**config.mk**
```make
export PLATFORM = sky130hd
export DESIGN_NAME = cve2_sim_timer
export DESIGN_NICKNAME = d
export VERILOG_FILES = /design/src/rtl/cve2_sim_timer.sv
export SDC_FILE = /design/constraint.sdc
export NUM_CORES = 1
export LEC_CHECK = 0
export BUFFER_PORTS_ARGS = -buffer_cell sky130_fd_sc_hd__buf_4
export CORE_MARGIN = 10
export CORE_UTILIZATION = 42
export DETAILED_ROUTE_END_ITERATION = 8
export SYNTH_ARGS = -nofsm -noshare
export SYNTH_HDL_FRONTEND = slang
export SYNTH_SLANG_ARGS = --single-unit
export TNS_END_PERCENT = 5
```
**constraint.sdc**
```tcl
create_clock -name clk_i -period 2.7 [get_ports clk_i]
set_input_delay 0.27 -clock clk_i [delete_from_list [all_inputs] [get_ports clk_i]]
set_output_delay 0.27 -clock clk_i [all_outputs]
set_load 0.05 [all_outputs]
```
**src/rtl/cve2_sim_timer.sv**
```systemverilog
// Memory-mapped RISC-V machine timer (mtime/mtimecmp) for the simulation top.
// Single-cycle response device port; level interrupt when mtime >= mtimecmp.
module cve2_sim_timer #(
  parameter int unsigned PrescaleWidth = 16,
  parameter logic        ResetEnable   = 1'b1
) (
  input  logic        clk_i,
  input  logic        rst_ni,
  input  logic        dev_req_i,
  input  logic        dev_we_i,
  input  logic [31:0] dev_addr_i,
  input  logic [3:0]  dev_be_i,
  input  logic [31:0] dev_wdata_i,
  output logic        dev_rvalid_o,
  output logic [31:0] dev_rdata_o,
  output logic        dev_err_o,
  output logic        timer_irq_o
);

  logic [63:0]              mtime_q, mtime_d;
  logic [63:0]              mtimecmp_q, mtimecmp_d;
  logic                     en_q, en_d;
  logic [PrescaleWidth-1:0] prescale_q, prescale_d;
  logic [PrescaleWidth-1:0] cnt_q, cnt_d;
  logic                     rvalid_q, rvalid_d;
  logic [31:0]              rdata_q, rdata_d;
  logic                     err_q, err_d;
  logic                     irq_q, irq_d;

  logic [7:0]  reg_idx;
  logic        mapped;
  logic        wr_en;
  logic        tick;
  logic [31:0] be_mask;
  logic [31:0] ctrl_val;
  logic [31:0] ctrl_new;
  logic [31:0] reg_rd;
  logic        unused_bits;

  function automatic logic [31:0] be_merge(input logic [31:0] old_v,
                                           input logic [31:0] new_v,
                                           input logic [31:0] mask);
    return (old_v & ~mask) | (new_v & mask);
  endfunction

  assign reg_idx  = dev_addr_i[9:2];
  assign mapped   = (reg_idx <= 8'd4);
  assign wr_en    = dev_req_i & dev_we_i & mapped;
  assign tick     = en_q & (cnt_q == prescale_q);
  assign be_mask  = {{8{dev_be_i[3]}}, {8{dev_be_i[2]}}, {8{dev_be_i[1]}}, {8{dev_be_i[0]}}};
  assign ctrl_new = be_merge(ctrl_val, dev_wdata_i, be_mask);
  // Base and byte-lane address bits are decoded by the bus.
  assign unused_bits = ^{dev_addr_i[31:10], dev_addr_i[1:0], ctrl_new};

  // CTRL register image and read-data mux (pre-update values).
  always_comb begin
    ctrl_val                      = '0;
    ctrl_val[0]                   = en_q;
    ctrl_val[16 +: PrescaleWidth] = prescale_q;
    reg_rd                        = '0;
    unique case (reg_idx)
      8'd0:    reg_rd = mtime_q[31:0];
      8'd1:    reg_rd = mtime_q[63:32];
      8'd2:    reg_rd = mtimecmp_q[31:0];
      8'd3:    reg_rd = mtimecmp_q[63:32];
      8'd4:    reg_rd = ctrl_val;
      default: reg_rd = '0;
    endcase
  end

  // Next-state: prescaler tick, mtime increment, then bus writes override the written bytes.
  always_comb begin
    mtime_d    = mtime_q + {63'd0, tick};
    mtimecmp_d = mtimecmp_q;
    en_d       = en_q;
    prescale_d = prescale_q;
    cnt_d      = cnt_q;
    if (en_q) begin
      cnt_d = tick ? '0 : cnt_q + PrescaleWidth'(1);
    end
    if (wr_en) begin
      unique case (reg_idx)
        8'd0:    mtime_d[31:0]     = be_merge(mtime_d[31:0], dev_wdata_i, be_mask);
        8'd1:    mtime_d[63:32]    = be_merge(mtime_d[63:32], dev_wdata_i, be_mask);
        8'd2:    mtimecmp_d[31:0]  = be_merge(mtimecmp_q[31:0], dev_wdata_i, be_mask);
        8'd3:    mtimecmp_d[63:32] = be_merge(mtimecmp_q[63:32], dev_wdata_i, be_mask);
        8'd4: begin
          if (|dev_be_i) begin
            en_d       = ctrl_new[0];
            prescale_d = ctrl_new[16 +: PrescaleWidth];
            cnt_d      = '0;
          end
        end
        default: ;
      endcase
    end
  end

  // Bus response and registered compare.
  always_comb begin
    rvalid_d = dev_req_i;
    err_d    = dev_req_i & ~mapped;
    rdata_d  = '0;
    if (dev_req_i && !dev_we_i && mapped) begin
      rdata_d = reg_rd;
    end
    irq_d = (mtime_q >= mtimecmp_q);
  end

  // State registers with synchronous active-low reset.
  always_ff @(posedge clk_i) begin
    if (!rst_ni) begin
      mtime_q    <= '0;
      mtimecmp_q <= '1;
      en_q       <= ResetEnable;
      prescale_q <= '0;
      cnt_q      <= '0;
      rvalid_q   <= 1'b0;
      rdata_q    <= '0;
      err_q      <= 1'b0;
      irq_q      <= 1'b0;
    end else begin
      mtime_q    <= mtime_d;
      mtimecmp_q <= mtimecmp_d;
      en_q       <= en_d;
      prescale_q <= prescale_d;
      cnt_q      <= cnt_d;
      rvalid_q   <= rvalid_d;
      rdata_q    <= rdata_d;
      err_q      <= err_d;
      irq_q      <= irq_d;
    end
  end

  assign dev_rvalid_o = rvalid_q;
  assign dev_rdata_o  = rdata_q;
  assign dev_err_o    = err_q;
  assign timer_irq_o  = irq_q;

endmodule

```
== After elaboration in Yosys (flattened, before gate mapping) ==
Index checks and enable logic that the tools add are counted.

* Flip-flop bits (word level): 196
* Output and inout bits: 35
* Word-level logic and storage cells: 54

* Add/sub/neg operators: 2
* Magnitude comparators: 2
* Equality and inequality tests: 5
* Mux-type cells: 9
* Bitwise gates (word level): 17
* Reduce and logical (&&, ||, !) cells: 9

{| class="wikitable"
|+ Operators with widths
! operator !! count
|-
| 32-bit bitwise AND || 6
|-
| 32-bit bitwise OR || 5
|-
| 32-bit one-hot mux with 5 select lines || 1
|-
| 16-bit two-way mux || 5
|-
| 64-bit by 1-bit adder with 64-bit output || 1
|-
| 64-bit >= comparator || 1
|-
| 32-bit two-way mux || 2
|-
| 64-bit two-way mux || 1
|-
| 32-bit NOT || 1
|-
| 16-bit by 1-bit adder with 16-bit output, second input constant || 1
|-
| 16-bit equality test || 1
|-
| 8-bit by 2-bit equality test with 1-bit output, second input constant || 2
|-
| 8-bit by 1-bit equality test with 1-bit output, second input constant || 1
|-
| 8-bit by 3-bit equality test with 1-bit output, second input constant || 1
|-
| 8-bit by 3-bit <= comparator with 1-bit output, second input constant || 1
|-
| 8-bit zero test || 1
|-
| 2-bit AND reduction || 3
|-
| 1-bit bitwise AND || 4
|-
| 4-bit OR reduction || 1
|-
| 3-bit AND reduction || 1
|-
| 1-bit logical AND || 2
|-
| 1-bit zero test || 1
|-
| 1-bit NOT || 1
|}

== Logic depth before layout (Yosys ltp) ==
Gate-level depths: netlist (run 1).

* Word-level depth: 7
* Mapped depth: 15
* Mapped depth without buffers: 13

== Least setup slack after synthesis (run 1) ==
Ideal clock, no wire load.

* Kind: reg2reg
* Start: reg cnt_q[6]
* End: reg mtime_q[36]
* Arrival: 2,794 ps
* Required time: 2,626 ps
* Slack: -168 ps
* Stages on the path, launching flop included: 15
* Path buffers: 1
* Period minus slack after synthesis: 2,868 ps
* Path through: dfxtp_1 > clkbuf_1 > xnor2_1 > nand3_1 > nor4_1 > nand3_1 > inv_1 > ha_1 > ha_1 > and3_1 > nand2_1 > nor4_1 > nand4_1 > xor2_1 > o21ai_0

* Longest elaborated chain between the ends: 7

{| class="wikitable"
|+ RTL lines
! element !! RTL line !! source
|-
| start, declared || 24 || <nowiki>logic [PrescaleWidth-1:0] cnt_q, cnt_d;</nowiki>
|-
| start signal, assigned || 127 || <nowiki>cnt_q <= cnt_d;</nowiki>
|-
| 16-bit equality test * || 49 || <nowiki>assign tick = en_q & (cnt_q == prescale_q);</nowiki>
|-
| 1-bit bitwise AND * || 49 ||
|-
| 64-bit by 1-bit adder with 64-bit output * || 73 || <nowiki>mtime_d = mtime_q + {63'd0, tick};</nowiki>
|-
| 32-bit bitwise AND || 43 || <nowiki>return (old_v & ~mask) | (new_v & mask);</nowiki>
|-
| 32-bit bitwise OR || 43 ||
|-
| 32-bit two-way mux || 82 || <nowiki>unique case (reg_idx)</nowiki>
|-
| 64-bit two-way mux * || 81 || <nowiki>if (wr_en) begin</nowiki>
|-
| end signal, assigned || 123 || <nowiki>mtime_q <= mtime_d;</nowiki>
|-
| end, declared || 20 || <nowiki>logic [63:0] mtime_q, mtime_d;</nowiki>
|}

Every way passes the cells marked *; elsewhere a longest branch is shown, timed or not.
A chain may end at the register's enable or synchronous reset.

== Final worst setup path (run 1) ==
* Start: reg cnt_q[13]
* End: reg mtime_q[39]

The elaborated chain is that of the path after synthesis.

==> flow_metrics.env, run 1 <==
export IMPL_status="finished, violations left"
export IMPL_failed_checks="negative setup slack"
export IMPL_synth_top_cell_by_area="dfxtp_1"
export IMPL_dpl_cell_count=1691
export IMPL_drtIter0Drc=900
export IMPL_io_pins=107
export IMPL_powerDensity_nw_per_um2=449
export IMPL_num_vias=9512
export IMPL_r2r_start="cnt_q[13]"
export IMPL_synth_seq_area_share_pct=36.8
export IMPL_ys_seq_elements=196
export IMPL_critPathKind="register to register"
export IMPL_rows=58
export IMPL_dieHeight_um=179
export IMPL_dpl_hpwl_mm=24.9
export IMPL_synth_edf_count=0
export IMPL_cts_tree="built"
export IMPL_async_reset_ff_share_pct=0
export IMPL_ant_nets=0
export IMPL_p_leak_nw=6.40
export IMPL_fin_crit_ps=2800
export IMPL_synthFlopType="dfxtp_1"
export IMPL_final_layout_size_suffix_gt1_share_pct=21.3
export IMPL_tightest_slew_ps=635
export IMPL_drv_cap=0
export IMPL_synth_cells=1226
export IMPL_worst_path_max_fanout=4
export IMPL_core_area_um2=25000
export IMPL_portBuffers=82
export IMPL_fin_setup_tns_ps=-642
export IMPL_gp_congestion=0.909
export IMPL_numCtsBuffers=17
export IMPL_hold_buffers=0
export IMPL_pre_cts_ws_ps=-467
export IMPL_finClkSkew_ps=17.0
export IMPL_stdcell_count=1727
export IMPL_cts_root_buffer="clkbuf_16"
export IMPL_cts_htree_levels=4
export IMPL_grt_pass1_vias=9189
export IMPL_worstPathArrival_ps=3180
export IMPL_maxSlewHeadroom_pct=57.7
export IMPL_synthesis_nets=1365
export IMPL_clk_latency_ps=450
export IMPL_final_area_um2=13100
export IMPL_nets=1523
export IMPL_fin_crit_sh_pct=104
export IMPL_place_area_um2=12300
export IMPL_synth_cell_types=59
export IMPL_critPathLaunch="cnt_q[13]"
export IMPL_cts_reportedPaths_clkPinSlew_ps=80
export IMPL_dr_pass1_iters=5
export IMPL_cp_start_kind="register"
export IMPL_reg2reg_slack_ps=-100
export IMPL_yosys_warnings=0
export IMPL_end_kind="register"
export IMPL_crit_required_ps=3080
export IMPL_fmax_mhz=357
export IMPL_grt_pass1_wl_mm=52.0
export IMPL_antenna_found_initial=1
export IMPL_worst_slack_ps=-101
export IMPL_area_growth_pct=23.1
export IMPL_overflow=0
export IMPL_grt_max_degree=44
export IMPL_setup_viol=16
export IMPL_track_usage_pct=20.9
export IMPL_wl_mm=33.5
export IMPL_syn_area_per_cell_um2=8.69
export IMPL_routedWlPerCell_um=19.4
export IMPL_dieArea_um2=32100
export IMPL_rsz0062_at_grt="true"
export IMPL_hp_class="primary input to register"
export IMPL_drv_slew=0
export IMPL_hold_viol=0
export IMPL_yosys_top_cells_area="dfxtp_1, ha_1, mux2i_1, nand2_1, xor2_1"
export IMPL_p_total_mw=5.88
export IMPL_start_util_pct=42.5
export IMPL_die_x_um=179
export IMPL_yosysTopAreaCellShare_pct=36.8
export IMPL_viasPerCell=5.51
export IMPL_syn_area_um2=10700
export IMPL_cts_sinks=196
export IMPL_cts_buffer_depth=2
export IMPL_hp_start="dev_wdata_i[5]"
export IMPL_vdd_drop_max_mv=0.315
export IMPL_drc=0
## per-layer routing
metal / GRT usage (%) / part of all wire (%) / vias up
li1: - / - / 4638
met1: 28.7 / 47 / 4536
met2: 32.0 / 44 / 297
met3: 4.63 / 6.9 / 41
met4: 6.05 / 2.0 / 0
met5: 0 / 0 / -
## placed cells by master, fill, tap and decap left out, types with 4 or more instances in the layout
cell type    n
nand3_2     12
xnor2_2      5
a222oi_1    17
a22o_1       8
a211oi_1    19
inv_1       73
inv_6        4
nand2_2      5
buf_4      186
mux4_2      15
mux2i_1     74
ha_1        65
nor3_1       9
nor4_2       5
and3_1      19
clkbuf_16   17
a21o_1      14
nand2_1    167
and2_1       8
o21ai_0     47
dfxtp_2      7
xnor2_1     27
xor2_1      57
a21oi_1     30
nor2b_1     19
o21ai_1     24
and4_1       6
nand3_1     73
nor2_1      81
nand4_1     39
buf_6        5
dfxtp_1    189
## synthesized netlist by cell type, types with 3 or more instances
master / instances
or4_1: 3
nor4_1: 8
buf_1: 3
nand2_1: 172
a21oi_1: 30
o211ai_1: 3
ha_1: 67
and4_1: 7
nand2b_1: 3
nand3_2: 6
a211oi_1: 20
buf_2: 10
inv_1: 74
mux4_2: 15
xor2_1: 57
nor3_1: 12
a222oi_1: 17
nor2b_1: 20
xnor2_1: 32
o21ai_0: 69
nand3_1: 79
nand4_1: 39
nor2_1: 82
clkbuf_1: 36
a22o_1: 8
a21o_1: 14
and3_1: 21
mux2i_1: 74
dfxtp_1: 196
and2_1: 9
or3_1: 3
## final timing paths
check                                   end  cells past startpoint
worst max-delay path            mtime_q[39]                     15
worst min-delay path            mtime_q[37]                      3
worst min register to register     register                      2
worst max register to register  mtime_q[39]                     15
## what timing repair did
| action | 4_1_cts | 5_1_grt |
|---|---|---|
| endpoints found under the setup margin | 57 | 57 |
| setup buffers | 2 | 2 |
| pin swaps | 15 | 13 |
| gates resized for setup | 47 | 27 |
## metrics by stage
step           hold WS, ps  utilization, %
6_report              65.6            52.4
5_1_grt               66.2            52.4
4_1_cts               54.5            52.0
3_5_place_dp           466            49.0
3_3_place_gp           456            49.0
2_1_floorplan          379               -
## worst max-delay path, stage by stage (launching register included)
cell and delay (ps):
dfxtp_2 340, xnor2_2 190, nand4_1 170, nor4_4 330, nand3_2 180, inv_2 120
ha_4 160, and4_4 260, nand2_4 80, buf_6 140, nor4_2 130, buf_4 190
buf_6 100, nand2_1 60, xor2_1 160, o21ai_1 120
## where the power goes
| group | internal, mW | switching (mW) | leakage, nW |
|---|---|---|---|
| clock | 1.46 | 1.16 | 0.285 |
| combinational | 0.132 | 0.214 | 4.52 |
| sequential | 2.90 | 0.0114 | 1.59 |
| total | 4.49 | 1.39 | 6.40 |
## area by class of cell
class                           count  area, um2
Inverter                           75        282
Timing Repair Buffer              191       1450
Multi-Input combinational cell    903       6450
Sequential cell                   196       3930
Fill cell                        2361      11900
Tap cell                          330        413
Antenna cell                        1       2.50
Clock inverter                     11        148
Clock buffer                       20        437
## cells by family (layout without fill, tap and decap cells)
| group | after synthesis | after routing | share of synthesized area [%] |
|---|---|---|---|
| and+or+nand+nor | 484 | 484 | 22.7 |
| DFF | 196 | 196 | 36.8 |
| AOI/OAI and AO/OA | 174 | 174 | 10.5 |
| buffers and inverters | 127 | 297 | 4.71 |
| xor gates and xnor gates | 89 | 89 | 7.32 |
| muxes | 89 | 89 | 10.1 |
| adders and majority gates | 67 | 67 | 7.87 |
| other | 0 | 1 | 0 |
No activity file was read; power rests on OpenSTA's default activity.
==> inputs of run 2 (changes only) <==
BUFFER_PORTS_ARGS = unset   (was -buffer_cell sky130_fd_sc_hd__buf_4)
DONT_BUFFER_PORTS = 1   (was unset)
SETUP_SLACK_MARGIN = 0.4   (was unset)
SLEW_MARGIN = 20   (was unset)
==> flow_metrics.env, run 2 (synthesis gave the netlist of run 1 again) <==
export IMPL_status="finished, violations left"
export IMPL_failed_checks="negative setup slack"
export IMPL_num_antenna_cells=0
export IMPL_cpPeakStageDelay_ps=370
export IMPL_crit_required_ps=3060
export IMPL_switching_power_mw=1.39
export IMPL_hp_start="dev_wdata_i[10]"
export IMPL_final_cell_mix="dfxtp_1, nand2_1, buf_4"
export IMPL_clkPwrFrac_pct=44.6
export IMPL_grt_pass1_vias=8950
export IMPL_portBuffers=0
export IMPL_cp_slowest_cell="dfxtp_4"
export IMPL_cts_sinks=196
export IMPL_worstPathArrival_ps=3180
export IMPL_hold_viol=0
export IMPL_start_util_pct=42.5
export IMPL_grt_max_degree=67
export IMPL_dr_pass1_iters=6
export IMPL_vdd_drop_max_mv=0.337
export IMPL_setup_viol=25
export IMPL_area_growth_pct=19.7
export IMPL_drv_cap=0
export IMPL_rsz0062_at_grt="true"
export IMPL_p_seq_share_pct=50.6
export IMPL_maxSlewHeadroom_pct=51.2
export IMPL_ant_nets=0
export IMPL_powerDensity_nw_per_um2=451
export IMPL_drv_slew=0
export IMPL_cp_start_kind="register"
export IMPL_dieArea_um2=32100
export IMPL_viasPerCell=5.59
export IMPL_p_int_mw=4.36
export IMPL_reg2reg_slack_ps=-110
export IMPL_final_layout_size_suffix_gt1_share_pct=15.2
export IMPL_cts_htree_levels=4
export IMPL_final_common_cell="dfxtp_1"
export IMPL_drc=0
export IMPL_cpMostUsedCell="ha_4"
export IMPL_numCtsBuffers=17
export IMPL_wl_mm=33.3
export IMPL_antenna_found_initial=0
export IMPL_cts_root_buffer="clkbuf_16"
export IMPL_track_usage_pct=21.0
export IMPL_p_comb_share_pct=4.8
export IMPL_fin_crit_ps=2810
export IMPL_dpl_hpwl_mm=23.8
export IMPL_finClkSkew_ps=12.0
export IMPL_cts_buffer_depth=2
export IMPL_rows=58
export IMPL_p_total_mw=5.75
export IMPL_dieHeight_um=179
export IMPL_num_vias=9268
export IMPL_core_area_um2=25000
export IMPL_worst_r2r_path_depth=14
export IMPL_cts_reportedPaths_clkPinSlew_ps=80
export IMPL_overflow=0
export IMPL_end_kind="register"
export IMPL_whs_ps=14.6
export IMPL_switching_share_pct=24.2
export IMPL_final_area_um2=12700
export IMPL_worst_slack_ps=-112
export IMPL_fin_crit_sh_pct=104
export IMPL_dpl_cell_count=1589
export IMPL_cts_tree="built"
export IMPL_endpoint="mtime_q[26]"
export IMPL_routedWlPerCell_um=20.1
export IMPL_clk_latency_ps=440
export IMPL_critPathKind="register to register"
export IMPL_p_leak_nw=6.04
export IMPL_drtIter0Drc=860
export IMPL_io_pins=107
export IMPL_r2r_end="mtime_q[26]"
export IMPL_fmax_mhz=356
export IMPL_gp_congestion=0.905
export IMPL_grt_pass1_wl_mm=52.6
export IMPL_crit_path_cell_trace="xnor2_4 > nand4_1 > nor4_4 > nand3_2 > inv_2 > ha_4 > ha_4 > and3_4 > nand2_4 > nor3_4 > buf_4 > nand2_1 > xor2_1 > o21ai_0"
export IMPL_worst_path_max_fanout=4
export IMPL_nets=1454
export IMPL_tightest_slew_ps=728
export IMPL_die_x_um=179
export IMPL_stdcell_count=1658
export IMPL_filler_cell_count=2380
export IMPL_fin_setup_tns_ps=-1440
export IMPL_hp_class="primary input to register"
export IMPL_place_area_um2=11600
run 2: final cells by class:
type,instances,area [um2],area share (%)
clock buffer,20,457,3.58
clock inverter,12,118,0.923
inverter,75,282,2.21
multi-input combinational,903,6490,50.9
sequential,196,3940,30.9
tap,330,413,3.24
timing repair buffer,122,1050,8.24
run 2: per-stage QoR:
step | worst slack, ps | utilization [%]
6_report | -112 | 50.9
5_1_grt | -263 | 50.9
4_1_cts | -127 | 50.6
3_5_place_dp | -284 | 46.5
3_3_place_gp | -335 | 46.5
2_1_floorplan | 228 | -
run 2: per-layer routing:
metal | track usage [%] | vias up | part of all wire (%)
met4 | 6.29 | 0 | 2.3
met5 | 0 | - | 0
li1 | - | 4500 | -
met2 | 32.4 | 300 | 44
met1 | 29.2 | 4422 | 46
met3 | 3.94 | 46 | 7.1
run 2: power by group through the flow:
stage	Sequential, mW	Combinational [mW]	Clock (mW)
after global routing	2.91	0.293	2.70
final	2.91	0.274	2.56
after detailed placement	2.98	0.170	0
after floorplan	2.98	0.149	0
after global placement	2.98	0.170	0
after CTS	2.91	0.270	2.60
run 2: what timing repair did:
item | CTS | global route
pin swaps | 24 | 15
endpoints found under the hold margin | 131 | 0
setup endpoints to repair | 61 | 61
resized for setup | 28 | 24
hold buffers | 35 | 0
setup buffers | 2 | 0
run 2: worst min path at each step:
stage / end / slack [ps] / cells past startpoint
4_1_cts: mtime_q[7] / 0.6 / 2
3_5_place_dp: register / 350 / 1
5_1_grt: mtime_q[8] / 8 / 2
6_report: mtime_q[10] / 10 / 2
3_3_place_gp: register / 350 / 1
2_1_floorplan: mtime_q[24] / 380 / 2
run 2: worst max-delay path, delay by kind of cell, from the launching register on:
family	cells	cell delay [ps]
AOI/OAI and AO/OA	1	160
xor gates and xnor gates	2	310
adders and majority gates	2	270
buffers and inverters	2	320
DFF	1	370
and+or+nand+nor	7	1300
==> inputs of run 3 (changes only) <==
SETUP_SLACK_MARGIN = unset   (was 0.4)
==> flow_metrics.env, run 3 (synthesis gave the netlist of run 1 again) <==
export IMPL_cts_reportedPaths_clkPinSlew_ps=70
export IMPL_dpl_cell_count=1593
export IMPL_use_met3_pct=4.04
export IMPL_worst_r2r_path_depth=13
export IMPL_r2r_end="mtime_q[20]"
export IMPL_met1_usage_pct=30.5
export IMPL_maxSlewHeadroom_pct=53.5
export IMPL_drc=0
export IMPL_num_vias=9453
export IMPL_hold_depth=2
export IMPL_track_usage_pct=21.6
export IMPL_vdd_drop_max_mv=0.311
export IMPL_grt_pass1_vias=8966
export IMPL_cts_htree_levels=4
export IMPL_tightest_slew_ps=695
export IMPL_p_leak_nw=5.98
export IMPL_overflow=0
export IMPL_routedWlPerCell_um=20.8
export IMPL_drtIter0Drc=900
export IMPL_antenna_found_initial=0
export IMPL_crit_required_ps=3030
export IMPL_dieArea_um2=32100
export IMPL_nets=1460
export IMPL_final_common_cell="dfxtp_1"
export IMPL_dr_pass1_iters=7
export IMPL_cts_buffer_depth=2
export IMPL_worst_slack_ps=-65.0
export IMPL_clk_latency_ps=430
export IMPL_portBuffers=0
export IMPL_cts_tree="built"
export IMPL_final_cell_mix="dfxtp_1, nand2_1, buf_4"
export IMPL_grt_busiest_layer="met2"
export IMPL_stdcell_count=1660
export IMPL_fin_crit_ps=2770
export IMPL_powerDensity_nw_per_um2=447
export IMPL_setup_viol=13
export IMPL_grt_max_degree=66
export IMPL_start_util_pct=42.5
export IMPL_rsz0062_at_grt="true"
export IMPL_hold_viol=0
export IMPL_core_area_um2=25000
export IMPL_pre_cts_ws_ps=-320
export IMPL_final_layout_size_suffix_gt1_share_pct=15.0
export IMPL_hp_start="dev_wdata_i[3]"
export IMPL_cts_sinks=196
export IMPL_num_antenna_cells=0
export IMPL_wl_mm=34.5
export IMPL_fmax_mhz=362
export IMPL_cp_start_kind="register"
export IMPL_end_kind="register"
export IMPL_dieHeight_um=179
export IMPL_die_x_um=179
export IMPL_hp_class="primary input to register"
export IMPL_rows=58
export IMPL_worst_path_max_fanout=3
export IMPL_fin_util_pct=50.7
export IMPL_reg2reg_slack_ps=-70
export IMPL_gp_congestion=0.922
export IMPL_grt_pass1_wl_mm=53.5
export IMPL_ant_nets=0
export IMPL_area_growth_pct=19.1
export IMPL_finClkSkew_ps=12.6
export IMPL_io_pins=107
export IMPL_use_met2_pct=32.7
export IMPL_cts_root_buffer="clkbuf_16"
export IMPL_failed_checks="negative setup slack"
export IMPL_critPathKind="register to register"
export IMPL_numCtsBuffers=17
export IMPL_viasPerCell=5.69
export IMPL_worstPathArrival_ps=3100
export IMPL_drv_cap=0
export IMPL_status="finished, violations left"
export IMPL_fin_crit_sh_pct=102
export IMPL_dpl_hpwl_mm=24.2
export IMPL_drv_slew=0
[run 3: final cells by class]
| class | count | area (um2) |
|---|---|---|
| inverters | 75 | 282 |
| flip-flops and latches | 196 | 3940 |
| fillers | 2374 | 12300 |
| repair buffers | 128 | 1090 |
| clock inverters | 7 | 75.1 |
| multi-input cells | 903 | 6420 |
| clock buffers | 21 | 470 |
| well taps | 330 | 413 |
[run 3: worst max-delay path, stage by stage (launching register included)]
cell and delay (ps):
dfxtp_1 340, xnor2_2 190, nand4_1 130, nor4_2 310, nand3_1 160, inv_2 120
ha_4 160, ha_4 120, and3_4 190, buf_4 110, and2_4 160, nand3_2 90
or3_1 330, a311oi_2 240
[run 3: worst max path at each step]
stage                   from     endpoint  cells after the start
finish              register  mtime_q[20]                     13
global route        register  mtime_q[46]                     14
CTS                 cnt_q[0]  mtime_q[61]                     13
detailed placement  register  mtime_q[23]                     13
global placement    register  mtime_q[23]                     13
floorplan           cnt_q[1]  mtime_q[50]                     14
[run 3: repair_timing]
item / in CTS / in global routing
hold endpoints to repair: 118 / 0
gates cloned: 1 / 0
hold buffers: 37 / 0
endpoints found under the setup margin: 56 / 51
gates resized for setup: 33 / 26
pin swaps: 15 / 12
buffers inserted: 1 / 0
[run 3: stage by stage]
step           setup TNS [ps]  cell area (um2)  total power [mW]  hold slack, ps
3_3_place_gp            -8620            11500              3.14             342
2_1_floorplan               0            10700              3.13             379
5_1_grt                 -5350            12700              5.83            2.27
3_5_place_dp            -9980            11500              3.14             345
6_report                 -288            12700              5.67            7.81
4_1_cts                 -75.2            12600              5.69            3.83
[run 3: power by group]
group,leakage [nW],switching (mW),internal (mW)
logic,4.12,0.150,0.115
registers,1.59,0.0175,2.90
clock network,0.272,1.15,1.34
[run 3: layer usage]
layer  part of all wire [%]  wire, um
met4                    2.0       703
met5                      0         0
met3                    7.7      2650
met1                     46     15900
met2                     44     15300
